$ cat config.mk
export PLATFORM = sky130hd
export DESIGN_NAME = hook_probe_arbiter
export DESIGN_NICKNAME = d
export VERILOG_FILES = /design/src/rtl/hook_probe_arbiter.sv
export SDC_FILE = /design/constraint.sdc
export NUM_CORES = 1
export LEC_CHECK = 0
export ABC_AREA = 0
export BUFFER_PORTS_ARGS = -buffer_cell sky130_fd_sc_hd__buf_2
export CORE_UTILIZATION = 46
export DETAILED_ROUTE_END_ITERATION = 6
export PLACE_DENSITY_LB_ADDON = 0.12
export SLEW_MARGIN = 30
export SYNTH_ARGS = -nofsm -noshare
export SYNTH_HDL_FRONTEND = slang
export SYNTH_SLANG_ARGS = --single-unit
export TNS_END_PERCENT = 30
$ cat constraint.sdc
create_clock -name clock -period 3.85 [get_ports clock]
set_clock_uncertainty 0.2 [all_clocks]
set_input_delay 0 -clock clock [delete_from_list [all_inputs] [get_ports clock]]
set_output_delay 0 -clock clock [all_outputs]
set_load 0.02 [all_outputs]
$ cat src/rtl/hook_probe_arbiter.sv
// Round-robin arbiter sharing the item-map RAM between two rope-tip probes.
// Each probe maps pixel coordinates to a grid cell and reads it. A claim probe also clears a non-empty cell.
module hook_probe_arbiter #(
  parameter int COLS       = 20,
  parameter int ROWS       = 15,
  parameter int CELL_SHIFT = 4,
  parameter int RAM_LAT    = 1,
  parameter int ADDR_W     = 9,
  parameter int ITEM_W     = 4
) (
  input  logic              clock,
  input  logic              reset,
  input  logic              enable,
  input  logic              p1_req,
  input  logic [9:0]        p1_x,
  input  logic [9:0]        p1_y,
  input  logic              p1_claim,
  output logic              p1_ack,
  output logic [ITEM_W-1:0] p1_item,
  input  logic              p2_req,
  input  logic [9:0]        p2_x,
  input  logic [9:0]        p2_y,
  input  logic              p2_claim,
  output logic              p2_ack,
  output logic [ITEM_W-1:0] p2_item,
  output logic [ADDR_W-1:0] mem_addr,
  output logic              mem_rd_en,
  output logic              mem_wr_en,
  output logic [ITEM_W-1:0] mem_wdata,
  input  logic [ITEM_W-1:0] mem_rdata,
  output logic              busy
);

  localparam logic [1:0] IDLE = 2'd0;
  localparam logic [1:0] READ = 2'd1;
  localparam logic [1:0] WAIT = 2'd2;
  localparam logic [1:0] RESP = 2'd3;

  localparam logic P1 = 1'b0;
  localparam logic P2 = 1'b1;

  logic [1:0]        state;
  logic              rr_last;
  logic              winner;
  logic              claim_q;
  logic [ADDR_W-1:0] addr_q;
  logic [ITEM_W-1:0] item_q;
  logic [1:0]        wait_cnt;

  logic              any_req;
  logic              grant_sel;
  logic [9:0]        sel_x;
  logic [9:0]        sel_y;
  logic              sel_claim;
  logic [31:0]       col;
  logic [31:0]       row;
  logic              in_range;
  logic [ADDR_W-1:0] cell_addr;

  // On a tie the port that did not win last time is granted.
  always_comb begin
    any_req   = p1_req | p2_req;
    grant_sel = (p1_req && p2_req) ? ~rr_last : p2_req;
    sel_x     = grant_sel ? p2_x : p1_x;
    sel_y     = grant_sel ? p2_y : p1_y;
    sel_claim = grant_sel ? p2_claim : p1_claim;
    col       = 32'(sel_x >> CELL_SHIFT);
    row       = 32'(sel_y >> CELL_SHIFT);
    in_range  = (col < 32'(COLS)) && (row < 32'(ROWS));
    cell_addr = ADDR_W'(row * 32'(COLS) + col);
  end

  always_ff @(posedge clock) begin
    if (reset) begin
      state    <= IDLE;
      rr_last  <= P2;
      winner   <= P1;
      claim_q  <= 1'b0;
      addr_q   <= '0;
      item_q   <= '0;
      wait_cnt <= 2'd0;
    end else begin
      case (state)
        IDLE: begin
          if (enable && any_req) begin
            winner  <= grant_sel;
            rr_last <= grant_sel;
            claim_q <= sel_claim;
            item_q  <= '0;
            // Off-grid probes skip the RAM and answer "empty".
            if (in_range) begin
              addr_q <= cell_addr;
              state  <= READ;
            end else begin
              addr_q <= '0;
              state  <= RESP;
            end
          end
        end
        READ: begin
          wait_cnt <= 2'(RAM_LAT);
          state    <= WAIT;
        end
        WAIT: begin
          if (wait_cnt == 2'd1) begin
            item_q <= mem_rdata;
            state  <= RESP;
          end else begin
            wait_cnt <= wait_cnt - 2'd1;
          end
        end
        RESP:    state <= IDLE;
        default: state <= IDLE;
      endcase
    end
  end

  // The clearing write shares the ack cycle, so no other port can see the item in between.
  always_comb begin
    busy      = (state != IDLE);
    mem_rd_en = (state == READ);
    mem_addr  = busy ? addr_q : '0;
    mem_wr_en = (state == RESP) && claim_q && (item_q != '0);
    mem_wdata = '0;
    p1_ack    = (state == RESP) && (winner == P1);
    p2_ack    = (state == RESP) && (winner == P2);
    p1_item   = p1_ack ? item_q : '0;
    p2_item   = p2_ack ? item_q : '0;
  end

endmodule
* After elaboration in Yosys (flattened, before gate mapping)
Index checks and enable logic that the tools add are counted.
** Operators by class
- $add $sub $neg :: 2
- Multipliers :: 1
- Order comparisons :: 2
- Equality and inequality tests :: 7
- Multiplexer cells :: 17
- Bitwise gates (word level) :: 3
- Reduce and logical (&&, ||, !) cells :: 16
** Operators with widths (number)
- two-way mux 10 bit :: 2
- two-way mux 9 bit :: 2
- two-way mux 4 bit :: 4
- adder 9 x 6 -> 9 bit :: 1
- two-way mux 2 bit :: 4
- case mux 2 bit (4 select lines) :: 1
- case mux 4 bit (2 select lines) :: 1
- logical AND 1 bit :: 7
- multiplier 6 x 3 -> 7 bit (second input constant) :: 1
- less-than comparator 6 x 4 -> 1 bit (second input constant) :: 1
- less-than comparator 6 x 5 -> 1 bit (second input constant) :: 1
- inequality test 2 bit (second input constant) :: 3
- AND reduction 2 bit :: 3
- nonzero test 2 bit :: 3
- equality test 2 x 1 -> 1 bit (second input constant) :: 2
- equality test 2 bit (second input constant) :: 2
- case mux 2 bit (2 select lines) :: 1
- nonzero test 4 bit :: 1
- AND reduction 3 bit :: 1
- zero test 2 bit :: 1
- two-way mux 1 bit :: 2
- NOT 1 bit :: 2
- subtractor 2 x 1 -> 2 bit (second input constant) :: 1
- OR 1 bit :: 1
** Storage, ports and cells
- Flip-flop bits (word level) :: 20
- Input bits :: 51
- Output and inout bits :: 26

* Logic depth before layout (Yosys ltp)
Gate-level depths: netlist (run 1).
- Word-level depth :: 8
- Gate-level depth with buffers :: 11

* Worst setup path before layout (run 1)
Ideal clock, no wire load.
- Path kind :: register to register
- From :: reg rr_last
- To :: reg addr_q[7]
- Setup time :: 128 ps
- Data arrival time :: 2760 ps
- Data required time :: 3522 ps
- Setup slack :: 762 ps
- Cell stages (with the launch flop) :: 12
- Path buffers :: 1
- Period minus slack after synthesis :: 3088 ps
- Path through :: dfxtp_1 a21boi_4 buf_2 mux2_2 ha_1 ha_1 fa_1 nand3_1 o211ai_1 xnor2_1 a22oi_1 nor2_1
** On the way
- Word-level cells in the longest chain between the ends :: 6
** Ends and longest elaborated chain
- start, declared :: RTL line 43 : logic rr_last;
- start signal, assigned :: RTL line 87 : rr_last <= grant_sel;
- NOT 1 bit (*) :: RTL line 63 : grant_sel = (p1_req && p2_req) ? ~rr_last : p2_req;
- two-way mux 1 bit (*) :: RTL line 63
- two-way mux 10 bit, on equally long branches :: RTL line 65, 64
- multiplier 6 x 3 -> 7 bit, or another cell as far along :: RTL line 70 : cell_addr = ADDR_W'(row * 32'(COLS) + col);
- adder 9 x 6 -> 9 bit / logical AND 1 bit (equally long branches) :: RTL line 70, 69
- two-way mux 9 bit (*) :: RTL line 91 : if (in_range) begin
- end signal, assigned :: RTL line 92 : addr_q <= cell_addr;
- end, declared :: RTL line 46 : logic [ADDR_W-1:0] addr_q;
Every way passes the cells marked *; elsewhere a longest branch is shown, timed or not.
A chain may end at the register's enable or synchronous reset.

* Worst setup path after layout (run 1)
Ends and elaborated chain as after synthesis.

==> results of run 1 <==
==> synthesized netlist by cell type (5+ instances only) <==
master,number,area (um^2)
a21oi_1,6,30.0
a22oi_1,7,52.6
and2_1,5,31.3
dfxtp_1,20,400
ha_1,16,200
inv_1,5,18.8
mux2_2,12,135
nand2_1,9,33.8
nor2_1,19,71.3
nor2b_1,12,75.1
nor3_1,5,25.0
==> tightest hold or removal path, delay by kind of cell <==
family | cells | cell delay (ps)
AND/OR/NAND/NOR | 1 | 80
multiplexers | 1 | 140
AO/OA/AOI/OAI | 1 | 60
buffers and inverters | 1 | 90
adder cells (fa/ha/maj) | 1 | 120
==> area by class of cell <==
cell class | instances | area [um^2]
multi-input cells | 142 | 1070
clock inverters | 1 | 30.0
repair buffers | 74 | 458
inverters | 5 | 18.8
fillers | 292 | 1050
flip-flops and latches | 20 | 400
clock buffers | 3 | 22.5
well taps | 44 | 55.1
==> cells in the final DEF (no fill, tap or decap), types with 2 or more instances in the layout <==
master / n
nor2b_1: 12
a21oi_1: 6
mux2_2: 12
nand2_1: 9
a21oi_2: 2
a22oi_1: 7
inv_1: 5
and2_1: 5
fa_1: 2
conb_1: 4
buf_2: 56
a21o_1: 2
o21ai_0: 4
a211oi_1: 2
nand3b_1: 2
nor2_1: 19
xor2_1: 2
clkbuf_4: 3
dlygate4sd3_1: 17
and3_1: 4
nor3_1: 5
ha_1: 16
xnor2_1: 4
nand3_1: 4
dfxtp_1: 20
a32oi_1: 4
nand4_1: 3
==> flip-flops by register name, indices dropped and copies added, names as in the netlist <==
signal,count
addr_q,9
claim_q,1
item_q,4
rr_last,1
state,2
wait_cnt,2
winner,1
==> how the worst max path moves through the flow <==
stage	cells past startpoint	startpoint	endpoint	slack [ps]
after floorplan	11	rr_last	addr_q[7]	760
after global placement	10	rr_last	addr_q[7]	800
after detailed placement	10	rr_last	addr_q[7]	670
after CTS	10	rr_last	addr_q[7]	650
after global routing	10	rr_last	addr_q[7]	530
final	10	rr_last	addr_q[7]	660
==> layer usage <==
layer	share of wire, %	global-route usage, %
met1	41	25.8
met2	52	45.7
met5	0	0
met3	5.1	4.59
met4	1.1	5.98
==> cells by family after synthesis <==
logic type | share of synthesized area, %
adders and majority gates | 15.7
buffers and inverters | 4.59
muxes | 10.5
DFF | 26.2
AOI/OAI and AO/OA | 15.2
and+or+nand+nor | 22.5
xor gates and xnor gates | 4.92
other | 0.246
==> power by group <==
group / total, mW / internal [mW] / switching, mW
combinational: 0.496 / 0.211 / 0.285
clock: 0.176 / 0.105 / 0.0712
sequential: 0.270 / 0.241 / 0.0284
==> repair_timing <==
| item | CTS | global route |
|---|---|---|
| buffers inserted | 0 | 0 |
| hold buffers | 17 | 0 |
| endpoints found under the hold margin | 19 | 0 |
==> through the flow <==
stage                     setup WS (ps)  area (um^2)  power (mW)  utilization, %  instances
after floorplan                     762         1540       0.631               -        176
after global placement              797         1830       0.720            59.0        268
after detailed placement            672         1830       0.743            59.0        268
after CTS                           652         2050       0.941            66.1        289
after global routing                531         2050        1.02            66.1        289
final                               657         2050       0.942            66.1        289
==> impl_metrics.csv, run 1 <==
group,metric,value,unit
global_routing,grt_usage,23.6,%
run,drv_cap,0,
worst_setup_path,r2r_slack,660,ps
worst_setup_path,cpPeakStageDelay,650,ps
drt,routed_wl,3950,um
outcome,outcome,"complete, no violations",
global_routing,grt_pass1_wl,6410,um
power_and_ir_drop,vdd_drop_max,0.000222,V
worst_setup_path,slowest_stage,"fa_1",
timing,holdWs,3.37,ps
synth,syn_avg_cell_area,8.82,um^2
drt,drt_iter0_markers,67,
worst_setup_path,r2r-start,"rr_last",
worst_setup_path,r2r-end,"addr_q[7]",
floorplan,ios,77,
synth,yosysWarnings,0,
placed_design,dpl.hpwl,2940,um
cells_and_area,drive_above_1_share,31.8,%
drt,first_pass_iters,4,
synth,syn_area,1530,um^2
drt,ant_nets,0,
floorplan,die_w,59.6,um
synth,synth_cell_types,39,
timing,fin_setup_tns,0,ps
worst_setup_path,critPathLaunchType,"flip-flop",
drt,drc,0,
timing,finalHoldViolations,0,
drt,wl_per_cell,13.7,um
synth,ys_ff_latch,20,
clocking,clk_latency,300,ps
clocking,clock_path_buffers,2,
power_and_ir_drop,leakage,0.996,nW
cells_and_area,area_delta_synth_final,34.4,%
timing,rsz0062_at_grt,"no",
clocking,clk_pin_slew,120,ps
timing,tightest_slew,532,ps
min_path,whs_path_depth,5,
floorplan,die_y,59.6,um
clocking,cts_buffers,3,
global_routing,grt_pass1_vias,1560,
clocking,htreeDepth,1,
floorplan,initial_core_util,49.2,%
min_path,worstHoldPathType,"input port to flip-flop",
drt,vias,1540,
timing,maxSlewHeadroom,64.5,%
power_and_ir_drop,powerDensity,459,nW/um^2
global_routing,grt_overflow,0,
timing,fmax,313,MHz
synth,ys_seq_area_share,26.2,%
worst_setup_path,crit_required,3840,ps
global_routing,grt_max_degree,22,
worst_setup_path,crit_family,"adder cells",
cells_and_area,nets,315,
timing,slew_violations,0,
global_routing,grt_antenna_before_repair,0,
placed_design,port_buffers,56,
timing,fin_crit_sh,82.9,%
worst_setup_path,crit_buf_inv,1,
worst_setup_path,crit_arrival,3190,ps
worst_setup_path,cp_max_fo,9,
synth,synth_top_flop_cell,"dfxtp_1",
placed_design,gp_congestion,0.978,
synth,synth_edf_count,0,
worst_setup_path,reg2reg_depth,10,
synth,syn_inst,173,
worst_setup_path,end_kind,"flip-flop",
timing,finalSetupViolCount,0,
clocking,cts_sinks,20,
worst_setup_path,path_cells,"a21boi_4, buf_4, mux2_4, ha_1, fa_1, nand3_1, o211ai_1, xnor2_1, a22oi_1, nor2_1",
floorplan,dieArea,3550,um^2
synth,synthArstFlopShare,0,%
floorplan,rows,20,
clocking,cts_tree,"yes",
clocking,root_buffer,"clkbuf_4",
cells_and_area,num_antenna_cells,0,
min_path,hold_path_startpoint,"p1_x[6]",
floorplan,core_area,3100,um^2
min_path,hold-path-endpoint,"addr_q[2]",
worst_setup_path,critPathKind,"flip-flop to flip-flop",
drt,vias_per_cell,5.33,
timing,period_needed,3190,ps
clocking,post_cts_resized,0,
Power figures use the tool's default switching activity.
==> run 2: changes to the inputs <==
CORE_UTILIZATION = 41   (was 46)
clock period = 2.8 ns   (was 3.85 ns; I/O delays follow)
==> run 2 against run 1 <==
  * The flow now finishes with violations (setup timing)
  * Global-route usage shrank 0.93 points
  * Sequential share of layout area shrank 1.5 points
  * Hold slack gained 59 ps
  * Via count grew 0.39%
  * Critical path type unchanged
==> impl_metrics.csv, run 2 (synthesis results as in run 1) <==
group,metric,value,unit
power_and_ir_drop,power.total,1.36,mW
global_routing,grt_antenna_before_repair,0,
worst_setup_path,cp_max_fo,9,
floorplan,ios,77,
clocking,clock_path_buffers,2,
cells_and_area,multi_input_area,1150,um^2
clocking,clk_pin_slew,70,ps
power_and_ir_drop,powerDensity,607,nW/um^2
drt,ant_nets,0,
placed_design,gp_congestion,0.789,
drt,first_pass_iters,4,
cells_and_area,layout.cells.non_filler,302,
worst_setup_path,critPathKind,"flip-flop to flip-flop",
timing,fin_crit_sh,102,%
timing,slew_violations,0,
global_routing,grt_pass1_vias,1579,
worst_setup_path,crit_required,2740,ps
cells_and_area,drive_above_1_share,39.1,%
cells_and_area,design_area,2230,um^2
clocking,root_buffer,"clkbuf_8",
timing,period_needed,2850,ps
floorplan,initial_core_util,44.3,%
worst_setup_path,end_kind,"flip-flop",
clocking,cts_tree,"yes",
drt,routed_wl,4130,um
timing,fmax,351,MHz
worst_setup_path,crit_arrival,2790,ps
cells_and_area,seqCellArea,402,um^2
cells_and_area,fin_util,64.8,%
placed_design,placed_area,1940,um^2
drt,drc,0,
floorplan,dieArea,3970,um^2
outcome,violations,"setup timing",
timing,fin_setup_tns,-48.1,ps
cells_and_area,largest_reg_flops,9,
global_routing,grt_usage,22.6,%
cells_and_area,top_regs,"addr_q: 9 flops, item_q: 4 flops",
timing,rsz0062_at_grt,"yes",
clocking,cts_sinks,20,
run,drv_cap,0,
cells_and_area,num_antenna_cells,0,
placed_design,port_buffers,56,
timing,finalSetupViolCount,1,
timing,layout_setup_ws,-48.1,ps
placed_design,dpl.hpwl,3070,um
timing,holdWs,62.2,ps
cells_and_area,regMostFlops,"addr_q",
drt,wl_per_cell,13.7,um
cells_and_area,area_delta_synth_final,46.2,%
global_routing,grt_max_degree,15,
drt,drt_iter0_markers,52,
power_and_ir_drop,vdd_drop_max,0.000353,V
worst_setup_path,critPathLaunchType,"flip-flop",
global_routing,grt_pass1_wl,7040,um
cells_and_area,final_common_cell,"buf_2",
placed_design,place_ws,-188,ps
floorplan,die_w,63.0,um
timing,finalHoldViolations,0,
cells_and_area,nets,327,
cells_and_area,fill_cells,302,
min_path,worstHoldPathType,"input port to flip-flop",
clocking,htreeDepth,1,
outcome,outcome,"finished, violations left",
power_and_ir_drop,leakage,1.06,nW
floorplan,die_y,63.0,um
drt,vias_per_cell,5.12,
floorplan,core_area,3440,um^2
clocking,clk_latency,260,ps
clocking,cts_buffers,3,
placed_design,dp.cells,279,
drt,vias,1546,
cells_and_area,layout_common_cells,"56 x buf_2, 19 x nor2_1, 19 x dfxtp_1, 18 x dlygate4sd3_1, 12 x nor2b_1",
floorplan,rows,21,
global_routing,grt_overflow,0,
## run 2: report_power, final
group | internal (mW) | switching, mW
combinational | 0.370 | 0.425
clock | 0.0959 | 0.0909
sequential | 0.333 | 0.0401
## run 2: area by class of cell
type                       instances  share of cell area [%]
sequential                        20                    18.0
tap                               46                    2.58
multi-input combinational        142                    51.5
timing repair buffer              86                    25.2
clock buffer                       3                    1.85
inverter                           5                   0.841
## run 2: worst max-delay path, cell delays in order, from the launching register on
cell      delay [ps]
dfxtp_2          330
a21boi_4         150
buf_12           140
mux2_4           320
ha_4             250
ha_4             160
fa_2             570
nand3_2           80
o211ai_1         220
xnor2_1          110
a22oi_1          150
nor2_1            60
## run 2: layer usage
| metal | vias up | global-route usage [%] | wire, um |
|---|---|---|---|
| li1 | 779 | - | - |
| met1 | 727 | 24.5 | 1670 |
| met2 | 33 | 42.6 | 2250 |
| met3 | 7 | 4.93 | 146 |
| met4 | 0 | 7.56 | 67 |
| met5 | - | 0 | 0 |
## run 2: final timing paths
| kind | startpoint | slack, ps | cells after the start | endpoint |
|---|---|---|---|---|
| max | rr_last | -50 | 11 | addr_q[7] |
| min | p2_x[6] | 60 | 5 | addr_q[2] |
| max reg2reg | rr_last | -50 | 11 | addr_q[7] |
| min reg2reg | addr_q[5] | 260 | 2 | addr_q[5] |
## run 2: repair_timing
item,in CTS,in global routing
endpoints found under the hold margin,15,0
resized for setup,3,6
endpoints found under the setup margin,3,9
setup buffers,2,0
hold buffers,18,0
pin swaps,3,2
==> run 3: changes to the inputs <==
CORE_ASPECT_RATIO = 1.2   (was not set)
TNS_END_PERCENT = not set   (was 30)
==> run 3 against run 2 <==
  * The flow finishes with violations (DRC, setup timing)
  * Clock power increased by 56%
  * Design area increased by 0.78%
  * Combinational power decreased by 1%
  * Sequential power about the same
  * Register-to-register slack improved by 20 ps
  * Core utilization increased by 0.30 points
  * Routed wire length increased by 1.1%
  * Flip-flop and latch count unchanged
  * Sequential share of layout area decreased by 0.14 points
  * Via count increased by 0.91%
  * Hold slack improved by 25 ps
  * Global-route usage increased by 0.22 points
  * Critical endpoint unchanged
==> impl_metrics.csv, run 3 (synthesis results as in run 1) <==
group,metric,value,unit
timing,period_needed,2820,ps
worst_setup_path,end_kind,"flip-flop",
drt,vias,1560,
clocking,cts_buffers,3,
drt,routed_wl,4180,um
clocking,clock_path_buffers,2,
drt,drt_iter0_markers,55,
power_and_ir_drop,leakage,1.08,nW
clocking,clk_pin_slew,80,ps
cells_and_area,final_common_cell,"buf_2",
timing,finalHoldViolations,0,
worst_setup_path,crit_arrival,2770,ps
drt,vias_per_cell,5.29,
floorplan,die_w,57.7,um
global_routing,grt_antenna_before_repair,0,
timing,fin_crit_sh,101,%
worst_setup_path,crit_buf_inv,1,
worst_setup_path,cpPeakStageDelay,590,ps
placed_design,place_ws,-151,ps
cells_and_area,num_antenna_cells,0,
clocking,cts_tree,"yes",
worst_setup_path,crit_family,"adder cells",
global_routing,grt_overflow,0,
timing,fmax,354,MHz
timing,layout_setup_ws,-24.7,ps
clocking,htreeDepth,1,
clocking,clk_latency,250,ps
power_and_ir_drop,power.total,1.45,mW
cells_and_area,layout.cells.non_filler,295,
floorplan,core_area,3450,um^2
worst_setup_path,slowest_stage,"fa_2",
placed_design,dpl.hpwl,3180,um
floorplan,ios,77,
worst_setup_path,critPathKind,"flip-flop to flip-flop",
worst_setup_path,crit_top_cell,"ha_4",
drt,wl_per_cell,14.2,um
power_and_ir_drop,powerDensity,643,nW/um^2
placed_design,port_buffers,56,
placed_design,gp_congestion,0.766,
global_routing,grt_pass1_wl,7070,um
drt,ant_nets,0,
run,drv_cap,0,
worst_setup_path,critPathLaunchType,"flip-flop",
outcome,violations,"DRC, setup timing",
timing,fin_setup_tns,-24.7,ps
timing,holdWs,87.2,ps
timing,finalSetupViolCount,1,
timing,slew_violations,0,
global_routing,grt_pass1_vias,1669,
worst_setup_path,cp_max_fo,9,
clocking,root_buffer,"clkbuf_8",
drt,first_pass_iters,6,
outcome,outcome,"finished, violations left",
worst_setup_path,path_cells,"a21boi_4, buf_12, mux2_4, ha_4, ha_4, fa_2, nand3_2, o211ai_1, xnor2_1, a22oi_1, nor2_1",
drt,drc,5,
min_path,worstHoldPathType,"input port to flip-flop",
clocking,cts_sinks,20,
floorplan,rows,23,
worst_setup_path,r2r_slack,-20,ps
placed_design,dp.cells,269,
cells_and_area,nets,328,
floorplan,dieArea,3970,um^2
cells_and_area,top_regs,"addr_q: 9 flops, item_q: 4 flops",
global_routing,grt_usage,22.9,%
cells_and_area,regMostFlops,"addr_q",
global_routing,grt_max_degree,16,
cells_and_area,area_delta_synth_final,47.4,%
power_and_ir_drop,vdd_drop_max,0.000324,V
cells_and_area,layout_common_cells,"56 x buf_2, 21 x dlygate4sd3_1, 19 x nor2_1, 19 x dfxtp_1",
floorplan,die_y,68.8,um
timing,rsz0062_at_grt,"yes",
cells_and_area,drive_above_1_share,37.6,%
worst_setup_path,crit_required,2750,ps
cells_and_area,largest_reg_flops,9,
floorplan,initial_core_util,44.2,%
[run 3: changes by cell type in the layout (fill, tap and decap cells not counted), sizes merged]
cell,previous run,this run
dlygate4sd3,18,21
buf,68,66
bufinv,0,1
[run 3: tightest hold or removal path: cells and delay by family]
family | cells | cell delay [ps]
and+or+nand+nor | 2 | 200
AOI/OAI and AO/OA | 2 | 210
buffers and inverters | 1 | 90
[run 3: path summary, 6_finish.rpt]
check,startpoint,to,depth (start not counted)
worst min-delay path,enable,addr_q[5],5
worst min register to register,addr_q[5],addr_q[5],2
worst max register to register,rr_last,addr_q[7],11
worst max-delay path,rr_last,addr_q[7],11
[run 3: power by group]
part	leakage [nW]	internal, mW	total, mW	switching [mW]
sequential	0.162	0.333	0.371	0.0378
combinational	0.884	0.360	0.786	0.426
clock	0.0357	0.191	0.291	0.0997
[run 3: timing repair]
action | in CTS | in global routing
cloned | 0 | 0
hold endpoints to repair | 16 | 0
gates resized for setup | 2 | 3
setup buffers | 1 | 0
pin swaps | 3 | 1
hold buffers | 21 | 0
endpoints found under the setup margin | 3 | 9
[run 3: layout make-up]
class / count / area [um^2]
Fill cell: 306 / 1200
Multi-Input combinational cell: 142 / 1130
Timing Repair Buffer: 87 / 578
Sequential cell: 20 / 402
Tap cell: 37 / 46.3
Clock buffer: 3 / 41.3
Clock inverter: 1 / 30.0
Inverter: 5 / 18.8
[run 3: stage by stage]
step	area, um^2	utilization, %
after floorplan	1590	-
after global placement	1920	55.7
after detailed placement	1920	55.7
after CTS	2230	64.6
after global routing	2250	65.1
final	2250	65.1
[run 3: metal layers]
metal / wire [um] / vias up / global-route usage [%]
met3: 134 / 4 / 3.17
li1: - / 783 / -
met2: 2370 / 34 / 47.1
met5: 0 / - / 0
met4: 47 / 0 / 8.33
met1: 1620 / 739 / 23.3
